[src/rtl/fuzzy_sample_ctrl.sv]
// fuzzy_sample_ctrl
// Sequencer between a valid/ready sample stream and the type-2 fuzzy core.
// Each accepted (e1, e2) pair is latched onto the core inputs. EN_REGRAS is
// held while N_RULES rule strobes are counted on Sclk_int. The block then
// waits SETTLE cycles for the defuzzifier and captures saida_defuzzy into a
// one-deep valid/ready output buffer. A RUN phase that sees too few strobes
// within TIMEOUT cycles is aborted, and the abort sets a sticky error flag.

module fuzzy_sample_ctrl #(
  parameter int unsigned N_RULES = 9,     // Sclk_int rises per inference
  parameter int unsigned SETTLE  = 4,     // cycles after last rule, >= 1
  parameter int unsigned TIMEOUT = 1023,  // max RUN cycles before abort
  parameter int unsigned CNT_W   = 10     // counter width, must hold TIMEOUT
) (
  input  logic       clk_0,
  input  logic       Srst,           // asynchronous, active low

  // sample stream
  input  logic       sample_valid,
  output logic       sample_ready,
  input  logic [7:0] sample_e1,
  input  logic [7:0] sample_e2,

  // fuzzy core interface
  output logic [7:0] Entrada_01,
  output logic [7:0] Entrada_02,
  output logic       EN_REGRAS,
  input  logic       Sclk_int,
  input  logic [7:0] saida_defuzzy,

  // result stream
  output logic       result_valid,
  input  logic       result_ready,
  output logic [7:0] result_data,

  // status
  output logic       busy,
  output logic       timeout_err,
  input  logic       err_clr
);

  typedef enum logic [1:0] {
    S_IDLE     = 2'd0,
    S_RUN      = 2'd1,
    S_SETTLE   = 2'd2,
    S_WAIT_OUT = 2'd3
  } state_e;

  localparam logic [CNT_W-1:0] LP_N_RULES     = CNT_W'(N_RULES);
  localparam logic [CNT_W-1:0] LP_TIMEOUT     = CNT_W'(TIMEOUT);
  localparam logic [CNT_W-1:0] LP_SETTLE_LAST = CNT_W'(SETTLE - 1);

  // registers
  state_e           r_state;
  logic             r_sclk_q;
  logic [CNT_W-1:0] r_rule_cnt;
  logic [CNT_W-1:0] r_cyc_cnt;
  logic [7:0]       r_entrada_01;
  logic [7:0]       r_entrada_02;
  logic             r_result_valid;
  logic [7:0]       r_result_data;
  logic             r_timeout_err;

  // combinational control
  state_e           w_state_nxt;
  logic [CNT_W-1:0] w_rule_nxt;
  logic [CNT_W-1:0] w_cyc_nxt;
  logic [CNT_W-1:0] w_rule_inc;
  logic [CNT_W-1:0] w_cyc_inc;
  logic             w_rise;
  logic             w_can_load;
  logic             w_accept;
  logic             w_capture;
  logic             w_to_set;

  // Rising edge of the core's rule strobe; only acted on while in RUN.
  assign w_rise     = Sclk_int & ~r_sclk_q;
  assign w_rule_inc = r_rule_cnt + CNT_W'(1);
  assign w_cyc_inc  = r_cyc_cnt + CNT_W'(1);

  // The buffer can take a new result if it is empty or drains this cycle.
  assign w_can_load = ~r_result_valid | result_ready;

  assign sample_ready = (r_state == S_IDLE);
  assign busy         = (r_state != S_IDLE);
  assign EN_REGRAS    = (r_state == S_RUN);

  assign Entrada_01   = r_entrada_01;
  assign Entrada_02   = r_entrada_02;
  assign result_valid = r_result_valid;
  assign result_data  = r_result_data;
  assign timeout_err  = r_timeout_err;

  // State register.
  // NOTE: all sequential state uses non-blocking assignments so every
  // register updates from pre-edge values regardless of block ordering.
  always_ff @(posedge clk_0 or negedge Srst) begin
    if (!Srst) r_state <= S_IDLE;
    else       r_state <= w_state_nxt;
  end

  // Next-state, counter updates and load strobes.
  // NOTE: every signal gets a default first so no path infers a latch.
  always_comb begin
    w_state_nxt = r_state;
    w_rule_nxt  = r_rule_cnt;
    w_cyc_nxt   = r_cyc_cnt;
    w_accept    = 1'b0;
    w_capture   = 1'b0;
    w_to_set    = 1'b0;

    case (r_state)
      S_IDLE: begin
        if (sample_valid) begin
          w_accept    = 1'b1;
          w_rule_nxt  = '0;
          w_cyc_nxt   = '0;
          w_state_nxt = S_RUN;
        end
      end

      S_RUN: begin
        if (w_rise) w_rule_nxt = w_rule_inc;
        // The final rule strobe takes priority over a coincident timeout.
        if (w_rise && (w_rule_inc == LP_N_RULES)) begin
          w_cyc_nxt   = '0;
          w_state_nxt = S_SETTLE;
        end else begin
          w_cyc_nxt = w_cyc_inc;
          if (w_cyc_inc == LP_TIMEOUT) begin
            w_to_set    = 1'b1;
            w_state_nxt = S_IDLE;
          end
        end
      end

      S_SETTLE: begin
        if (r_cyc_cnt == LP_SETTLE_LAST) begin
          if (w_can_load) begin
            w_capture   = 1'b1;
            w_state_nxt = S_IDLE;
          end else begin
            w_state_nxt = S_WAIT_OUT;
          end
        end else begin
          w_cyc_nxt = w_cyc_inc;
        end
      end

      S_WAIT_OUT: begin
        if (w_can_load) begin
          w_capture   = 1'b1;
          w_state_nxt = S_IDLE;
        end
      end

      default: w_state_nxt = S_IDLE;
    endcase
  end

  // Delayed copy of the rule strobe for edge detection, sampled every cycle.
  always_ff @(posedge clk_0 or negedge Srst) begin
    if (!Srst) r_sclk_q <= 1'b0;
    else       r_sclk_q <= Sclk_int;
  end

  // Rule and cycle counters.
  always_ff @(posedge clk_0 or negedge Srst) begin
    if (!Srst) begin
      r_rule_cnt <= '0;
      r_cyc_cnt  <= '0;
    end else begin
      r_rule_cnt <= w_rule_nxt;
      r_cyc_cnt  <= w_cyc_nxt;
    end
  end

  // Core inputs change only on an accepted sample, so they stay stable
  // from RUN through capture.
  always_ff @(posedge clk_0 or negedge Srst) begin
    if (!Srst) begin
      r_entrada_01 <= '0;
      r_entrada_02 <= '0;
    end else if (w_accept) begin
      r_entrada_01 <= sample_e1;
      r_entrada_02 <= sample_e2;
    end
  end

  // One-deep output buffer; a capture in the drain cycle keeps valid high.
  // NOTE: the data register is reset as well, so nothing stale is visible
  // on result_data after reset.
  always_ff @(posedge clk_0 or negedge Srst) begin
    if (!Srst) begin
      r_result_valid <= 1'b0;
      r_result_data  <= '0;
    end else if (w_capture) begin
      r_result_valid <= 1'b1;
      r_result_data  <= saida_defuzzy;
    end else if (r_result_valid && result_ready) begin
      r_result_valid <= 1'b0;
    end
  end

  // Sticky timeout flag; a new abort beats a coincident clear.
  always_ff @(posedge clk_0 or negedge Srst) begin
    if (!Srst)         r_timeout_err <= 1'b0;
    else if (w_to_set) r_timeout_err <= 1'b1;
    else if (err_clr)  r_timeout_err <= 1'b0;
  end

endmodule
[config.mk]
export PLATFORM = sky130hd
export DESIGN_NAME = fuzzy_sample_ctrl
export DESIGN_NICKNAME = d
export VERILOG_FILES = /design/src/rtl/fuzzy_sample_ctrl.sv
export SDC_FILE = /design/constraint.sdc
export NUM_CORES = 1
export LEC_CHECK = 0
export CORE_UTILIZATION = 35
export DETAILED_ROUTE_END_ITERATION = 8
export HOLD_SLACK_MARGIN = 0.06
export PLACE_DENSITY = 0.57
export SLEW_MARGIN = 20
export SYNTH_ARGS = -nofsm -noshare
export SYNTH_HDL_FRONTEND = slang
export SYNTH_SLANG_ARGS = --single-unit
[constraint.sdc]
create_clock -name clk_0 -period 4.77 [get_ports clk_0]
set_clock_uncertainty 0.2 [all_clocks]
set_input_delay 1.431 -clock clk_0 [delete_from_list [all_inputs] [get_ports clk_0]]
set_output_delay 1.431 -clock clk_0 [all_outputs]
set_load 0.1 [all_outputs]
# Yosys cells after proc, flatten, opt, wreduce, memory -nomap -nowiden
# Cells that the tools add are included.
op_classes:
  n_bitwise: 4
  n_eq_ne: 12
  n_reduce_logical: 11
  add_sub_neg: 2
  mux: 25
op_table:
  columns: ["cell", "count"]
  rows:
  - ["$mux 10", 4]
  - ["$pmux 10 s3", 1]
  - ["$add 10x1->10 const B", 2]
  - ["$pmux 10 s2", 1]
  - ["$mux 2", 6]
  - ["$mux 1", 11]
  - ["$eq 10x10->1 const B", 1]
  - ["$eq 10x2->1 const B", 1]
  - ["$eq 10x4->1 const B", 1]
  - ["$ne 2x2->1 const B", 4]
  - ["$pmux 2 s4", 1]
  - ["$reduce_bool 2->1", 4]
  - ["$reduce_and 3->1", 2]
  - ["$eq 2x2->1 const B", 2]
  - ["$reduce_and 4->1", 1]
  - ["$ne 3x1->1 const B", 1]
  - ["$reduce_bool 3->1", 1]
  - ["$eq 2x1->1 const B", 1]
  - ["$logic_and 1x1->1", 2]
  - ["$logic_not 2->1", 1]
  - ["$ne 2x1->1 const B", 1]
  - ["$not 1->1", 2]
  - ["$pmux 1 s2", 1]
  - ["$and 1x1->1", 1]
  - ["$or 1x1->1", 1]
word_totals:
  in_bits: 30
  regBits: 49
  elab_cells: 63
  output_inout_bits: 29

# Longest topological paths before layout
# Gate-level depths: netlist of the first run.
logic_depth:
  depth_word: 6
  ltp_mapped: 10
  ltp_nobuf: 8

# Worst setup path before layout of the first run
# No wires, ideal clock.
synth_timing:
  kind: "reg2out"
  startpoint: "register r_state[1]"
  endpoint: "output port busy"
  setup_slack_ns: 1.067
  required_time_ns: 3.139
  path_buffers: 0
  arrival_ns: 2.072
  path_stages_with_launch: 4
  path_cell_list: "dfrtp_1 inv_1 ha_1 inv_1"
synth_between:
  elab_chain_cells: 1
synth_rtl:
  columns: ["element", "line", "text"]
  rows:
  - ["start: declaration", "54", "state_e r_state;"]
  - ["start signal: assignment", "99", "else r_state <= w_state_nxt;"]
  - ["$reduce_bool 2->1", "85", "assign busy = (r_state != S_IDLE);"]
  - ["end: declaration", "37", "output logic busy,"]
# Every way passes these cells.

# Worst setup path in the final report of the first run
layout_timing:
  startpoint: "register r_result_data[2], in the netlist result_data[2]"
  endpoint: "output port result_data[2]"
layout_rtl:
  columns: ["element", "line", "text"]
  rows:
  - ["start: declaration", "61", "logic [7:0] r_result_data;"]
  - ["start signal: assignment", "199", "r_result_data <= saida_defuzzy;"]
  - ["end: declaration", "34", "output logic [7:0] result_data,"]
# No word-level cell between the ends.

==> metrics.md, run 1 <==
| Metric | Value |
|---|---|
| Share of layout cells above drive strength 1 | `16.8%` |
| Final Hold Vio Count | `0` |
| Ys Warns | `0` |
| Boundary pin count | `59` |
| Run status | `complete, no violations` |
| Max-slew headroom | `33.8%` |
| Post-Syn Nets | `297` |
| Core area | `7330 sq um` |
| Mean Syn Cell Area | `just over 10 sq um` |
| FF+latch area | `roughly 1200 sq um` |
| Clk sink count | `49` |
| DRC Markers | `0` |
| Total global routing overflow | `0` |
| Final slew viol count | `0` |
| Post-synthesis sequential area ratio | `45.9%` |
| Worst-Margin Slew | `0.990 ns` |
| Vias in the first global route | `roughly 2000` |
| Synthesized area | `2670 sq um` |
| Slowest CP cell | `clkdlybuf4s50_1` |
| Routability cong. | `0.753` |
| First-pass GRT wire length | `9580 um` |
| Critical-path cell list | `clkdlybuf4s50_1` |
| Max-cap violations | `0` |
| Adder-Cell Fraction of Synth Area | `between 3 and 4%` |
| Initial Util | `36.4%` |
| Initial antenna violation count | `0` |
| PostCTS Resize Cnt | `0` |
| Worst Path Buf+Inv | `1` |
| Nets | `352` |
| Tightest Hold Check Type | `reg -> reg` |
| First DRT Iteration DRCs | `66` |
| Ys async rst share | `100%` |
| Synth unique cells | `58` |
| Routed WL | `about 5900 um` |
| Flops & latches, synth | `49` |
| Fill count | `700` |
| Clock-pin slew on the worst setup and hold paths | `0.09 ns` |
| CTS tree | `done` |
| Largest net degree at the start of global routing | `28` |
| CTS H-tree depth | `2` |
| Vias | `2087` |
| Reg2reg start | `r_rule_cnt[0]$_DFFE_PN0P_` |
| Ys flop type | `dfrtp_1` |
| DRT Pass-1 Iters | `4` |
| FP Rows | `31` |
| Total track usage | `15.7%` |
| Postcts setup bufs | `0` |
| Clk Latency, worst-skew pair | `0.30 ns` |
| Post-Synth Simple-Gate Area | `a little under a fifth` |
| Final period util | `71.9%` |
| Setup violators final | `0` |
| Minimum clock period | `3.43 ns` |
| Hold_buf cts | `0` |
| Setup tns final | `0 ns` |
| Req. time, crit path | `3.14 ns` |
| Synthesized instance count | `259` |
| CP Max Fanout | `2` |
| Horiz. Die Dim | `89.4 um` |
| CP top delay family | `buffers and inverters` |
| Die H | `a little under 90 um` |
| RSZ-0062 raised after global routing | `false` |
| Area of the multi-input gates | `about 1300 sq um` |
| Setup crit start kind | `flop` |
| Post-synth EDFFs | `0` |
| Hpwl dp | `4200 um` |
| Critical path class | `reg -> out` |
| CTS Buffer Depth | `2` |
| Most common cell after layout, fill and taps aside | `clkdlybuf4s50_1` |
| Commonest non-fill, non-tap cells in the layout | `clkdlybuf4s50_1, dfrtp_1, nand2_1, mux2_2, nor2_1` |
| CP Launch Point | `result_data[2]$_DFFE_PN0P_` |
| WP data arrival | `1.80 ns` |
| Critical Path Max Stage Delay | `1.14 ns` |
| Fraction of synthesized area in multiplexers | `11.7%` |
| Crit end category | `output port` |
| Avg WL per Cell | `14.2 um` |
| Via-to-Cell Ratio | `5.04` |
| I/O Buffers | `58` |
| Main combinational cell family by area after synthesis | `simple AND/OR/NAND/NOR gates` |
| Clock root buffer master | `clkbuf_8` |
| Post-synthesis compound-gate area fraction | `14.8%` |
| Post-Synth XOR/XNOR Area | `1.31%` |
| Hold path startpoint | `Entrada_01[3]$_DFFE_PN0P_` |
| Number of antenna diodes | `0` |
| Antenna viol nets, final | `0` |
| Num CTS Buffers | `5` |
| P&R area growth vs syn | `28.8%` |
| DIE AREA | `7990 sq um` |
| Max Fclk | `roughly 290 MHz` |
## synthesized netlist by cell type (4+ instances only)
cell / n / share of area (%)
a21oi_1: 6 / 1.1
buf_2: 4 / 0.75
clkbuf_1: 4 / 0.56
dfrtp_1: 49 / 46
ha_1: 8 / 3.7
inv_1: 11 / 1.5
mux2_2: 24 / 10
nand2_1: 31 / 4.4
nand2b_1: 5 / 1.2
nand3_1: 9 / 1.7
nor2_1: 15 / 2.1
nor3_1: 8 / 1.5
o21ai_0: 9 / 1.7
o221ai_1: 4 / 1.3
o31ai_1: 6 / 1.7
or3_1: 4 / 0.94
## routing by layer
| metal | routed length (um) | part of all wire [%] | vias up | track usage, % |
|---|---|---|---|---|
| met3 | 172 | 2.9 | 7 | 2.77 |
| met1 | 2690 | 46 | 1010 | 20.9 |
| met4 | 65 | 1.1 | 0 | 4.33 |
| met5 | 0 | 0 | - | 0 |
| li1 | - | - | 1035 | - |
| met2 | 2940 | 50 | 35 | 26.2 |
## cell families (layout without fill, tap and decap cells)
| logic type | after synthesis | after routing |
|---|---|---|
| xor gates and xnor gates | 4 | 4 |
| buffers and inverters | 23 | 79 |
| and+or+nand+nor | 96 | 96 |
| adders and majority gates | 8 | 8 |
| AOI/OAI and AO/OA | 52 | 52 |
| muxes | 27 | 27 |
| DFF | 49 | 49 |
## worst paths after layout
check	end	cells past startpoint	slack, ns
max	result_data[2]	1	1.34
min	Entrada_01[3]$_DFFE_PN0P_	1	0.31
max reg2reg	r_cyc_cnt[2]$_DFFE_PN0P_	6	2.18
min reg2reg	Entrada_01[3]$_DFFE_PN0P_	1	0.31
max in group asynchronous	result_data[5]$_DFFE_PN0P_	2	2.70
min in group asynchronous	r_rule_cnt[6]$_DFFE_PN0P_	1	0.89
## flip-flops by register name, summed over array words and instances (netlist names)
| register | flops |
|---|---|
| result_valid | 1 |
| r_cyc_cnt | 10 |
| r_state | 2 |
| Entrada_01 | 8 |
| timeout_err | 1 |
| r_sclk_q | 1 |
| result_data | 8 |
| Entrada_02 | 8 |
| r_rule_cnt | 10 |
## area by class of cell
| type | instances | area share, % |
|---|---|---|
| Multi-Input combinational cell | 187 | 39.1 |
| Sequential cell | 49 | 35.6 |
| Timing Repair Buffer | 60 | 17.0 |
| Tap cell | 99 | 3.60 |
| Clock buffer | 6 | 2.40 |
| Inverter | 11 | 1.20 |
| Clock inverter | 2 | 1.09 |
## stage by stage
stage	util, %	cells	hold WS [ns]	worst slack [ns]	cell area, sq um
final	46.9	414	0.310	1.34	3440
after global routing	46.9	414	0.331	1.28	3440
after detailed placement	45.3	406	0.291	1.55	3320
after CTS	46.9	414	0.313	1.32	3440
after global placement	45.3	406	0.286	1.58	3320
after floorplan	-	259	0.279	1.07	2670
Power of run 1 is not shown: default switching activity piles up to over one toggle a cycle in this logic, so the estimate is an artifact.
==> run 2: changes to the inputs <==
==> constraint.sdc (replaced) <==
create_clock -name clk_0 -period 3.2 [get_ports clk_0]
set_clock_uncertainty 0.2 [all_clocks]
set_input_delay 0.96 -clock clk_0 [delete_from_list [all_inputs] [get_ports clk_0]]
set_output_delay 0.96 -clock clk_0 [all_outputs]
set_load 0.1 [all_outputs]
==> run 2 against run 1 <==
Against the previous run: setup slack got worse by 0.73 ns; register-to-register slack got worse by 1.6 ns; non-clock buffer count increased by 2; global-route usage decreased by 0.43 points; first-iteration DRC count decreased by 15%; count of clock-buffer cells in the layout decreased by 1; utilization decreased by 0.72 points; die area unchanged; via count increased by 0.48%; sequential cell count unchanged.
==> metrics.md, run 2 (synthesized netlist as in run 1, its figures left out) <==
| Metric | Value |
|---|---|
| DIE AREA | `~8000 sq um` |
| Minimum clock period | `2.59 ns` |
| Max-slew headroom | `57.2%` |
| PostCTS Resize Cnt | `0` |
| Most common cell after layout, fill and taps aside | `dfrtp_1` |
| Share of layout cells above drive strength 1 | `25.9%` |
| Setup tns final | `0 ns` |
| Postcts setup bufs | `0` |
| Crit end category | `flop` |
| Largest regs | `r_cyc_cnt (10), r_rule_cnt (10)` |
| Max-cap violations | `0` |
| Req. time, crit path | `3.18 ns` |
| CTS H-tree depth | `2` |
| CTS Buffer Depth | `2` |
| Boundary pin count | `59` |
| Total global routing overflow | `0` |
| P&R area growth vs syn | `26.8%` |
| Reg2reg start | `r_rule_cnt[0]$_DFFE_PN0P_` |
| Vias in the first global route | `roughly 2000` |
| Hold depth | `1` |
| I/O Buffers | `58` |
| Nets | `354` |
| First DRT Iteration DRCs | `56` |
| Clk Latency, worst-skew pair | `0.30 ns` |
| Die H | `89.4 um` |
| Run status | `complete, no violations` |
| FP Rows | `31` |
| Clock root buffer master | `clkbuf_8` |
| Hpwl dp | `4110 um` |
| CTS tree | `done` |
| Worst-Margin Slew | `0.642 ns` |
| Avg WL per Cell | `approximately 14 um` |
| CP Max Fanout | `9` |
| DRC Markers | `0` |
| Initial antenna violation count | `0` |
| Worst Hold End | `Entrada_02[5]$_DFFE_PN0P_` |
| Number of antenna diodes | `0` |
| Clk sink count | `49` |
| RSZ-0062 raised after global routing | `false` |
| Setup crit start kind | `flop` |
| Routed WL | `5740 um` |
| Tightest Hold Check Type | `reg -> reg` |
| R2R Setup Slk | `0.61 ns` |
| Max Fclk | `386 MHz` |
| Hold_buf cts | `0` |
| Horiz. Die Dim | `89.4 um` |
| Fin area | `3390 sq um` |
| Routability cong. | `0.834` |
| First-pass GRT wire length | `9430 um` |
| Final period util | `around four fifths` |
| Setup violators final | `0` |
| Reg-to-Reg End | `r_cyc_cnt[6]$_DFFE_PN0P_` |
| Via-to-Cell Ratio | `5.04` |
| Antenna viol nets, final | `0` |
| Commonest non-fill, non-tap cells in the layout | `dfrtp_1, nand2_1, buf_4, clkdlybuf4s50_1, mux2_2` |
| Final Non-Filler Cells | `416` |
| Final slew viol count | `0` |
| Vias | `2097` |
| Reg2Reg Depth | `6` |
| Final Hold Vio Count | `0` |
| Num CTS Buffers | `5` |
| Placed instance area | `3300 sq um` |
| Total track usage | `15.2%` |
| WP data arrival | `2.57 ns` |
| Core area | `roughly 7300 sq um` |
| Initial Util | `36.4%` |
| Placed cells | `around 400` |
| Clock-pin slew on the worst setup and hold paths | `0.09 ns` |
| Critical path class | `reg -> reg` |
| DRT Pass-1 Iters | `4` |
| Hold path startpoint | `Entrada_02[5]$_DFFE_PN0P_` |
| Largest net degree at the start of global routing | `50` |
[run 2: cell count changes in the layout (fill, tap and decap cells not counted), sizes merged]
cell	delta
buf	+28
clkdlybuf4s50	-26
bufinv	-1
clkbuf	-1
clkinv	+1
inv	+1
[run 2: final cells by class]
cell class,instances,area (sq um)
clock inverter,3,21.3
multi-input combinational,187,1350
tap,99,124
timing repair buffer,62,558
inverter,11,41.3
fill,714,3940
clock buffer,5,68.8
sequential,49,1230
[run 2: worst max-delay path, stage by stage, from the launching register on]
cell	delay, ns
dfrtp_1	0.47
ha_1	0.31
or4b_2	0.69
o21ai_2	0.13
a41oi_4	0.25
o21ai_4	0.28
o211ai_1	0.13
[run 2: through the flow]
step	setup slack, ns	hold WS (ns)	util (%)
2_1_floorplan	0.317	0.279	-
6_report	0.611	0.312	46.2
5_1_grt	0.487	0.328	46.2
3_3_place_gp	0.488	0.288	45.0
4_1_cts	0.619	0.319	46.2
3_5_place_dp	0.461	0.296	45.0
[run 2: worst max-delay path by stage]
stage | slack, ns | startpoint | endpoint | cells after the start
2_1_floorplan | 0.32 | r_state[1]$_DFFE_PN0P_ | r_rule_cnt[6]$_DFFE_PN0P_ | 8
3_3_place_gp | 0.49 | sample_valid | r_rule_cnt[6]$_DFFE_PN0P_ | 5
3_5_place_dp | 0.46 | Sclk_int | r_cyc_cnt[6]$_DFFE_PN0P_ | 6
4_1_cts | 0.62 | r_state[1]$_DFFE_PN0P_ | sample_ready | 3
5_1_grt | 0.49 | r_cyc_cnt[0]$_DFFE_PN0P_ | r_state[0]$_DFFE_PN0P_ | 7
6_report | 0.61 | r_rule_cnt[0]$_DFFE_PN0P_ | r_cyc_cnt[6]$_DFFE_PN0P_ | 6
[run 2: routing by layer]
metal / track usage [%] / part of all wire (%) / up-vias
li1: - / - / 1049
met1: 20.8 / 48 / 1010
met2: 25.1 / 49 / 34
met3: 2.68 / 3.0 / 4
met4: 3.90 / 0.80 / 0
met5: 0 / 0 / -
Power of run 2 is left out for the same reason.
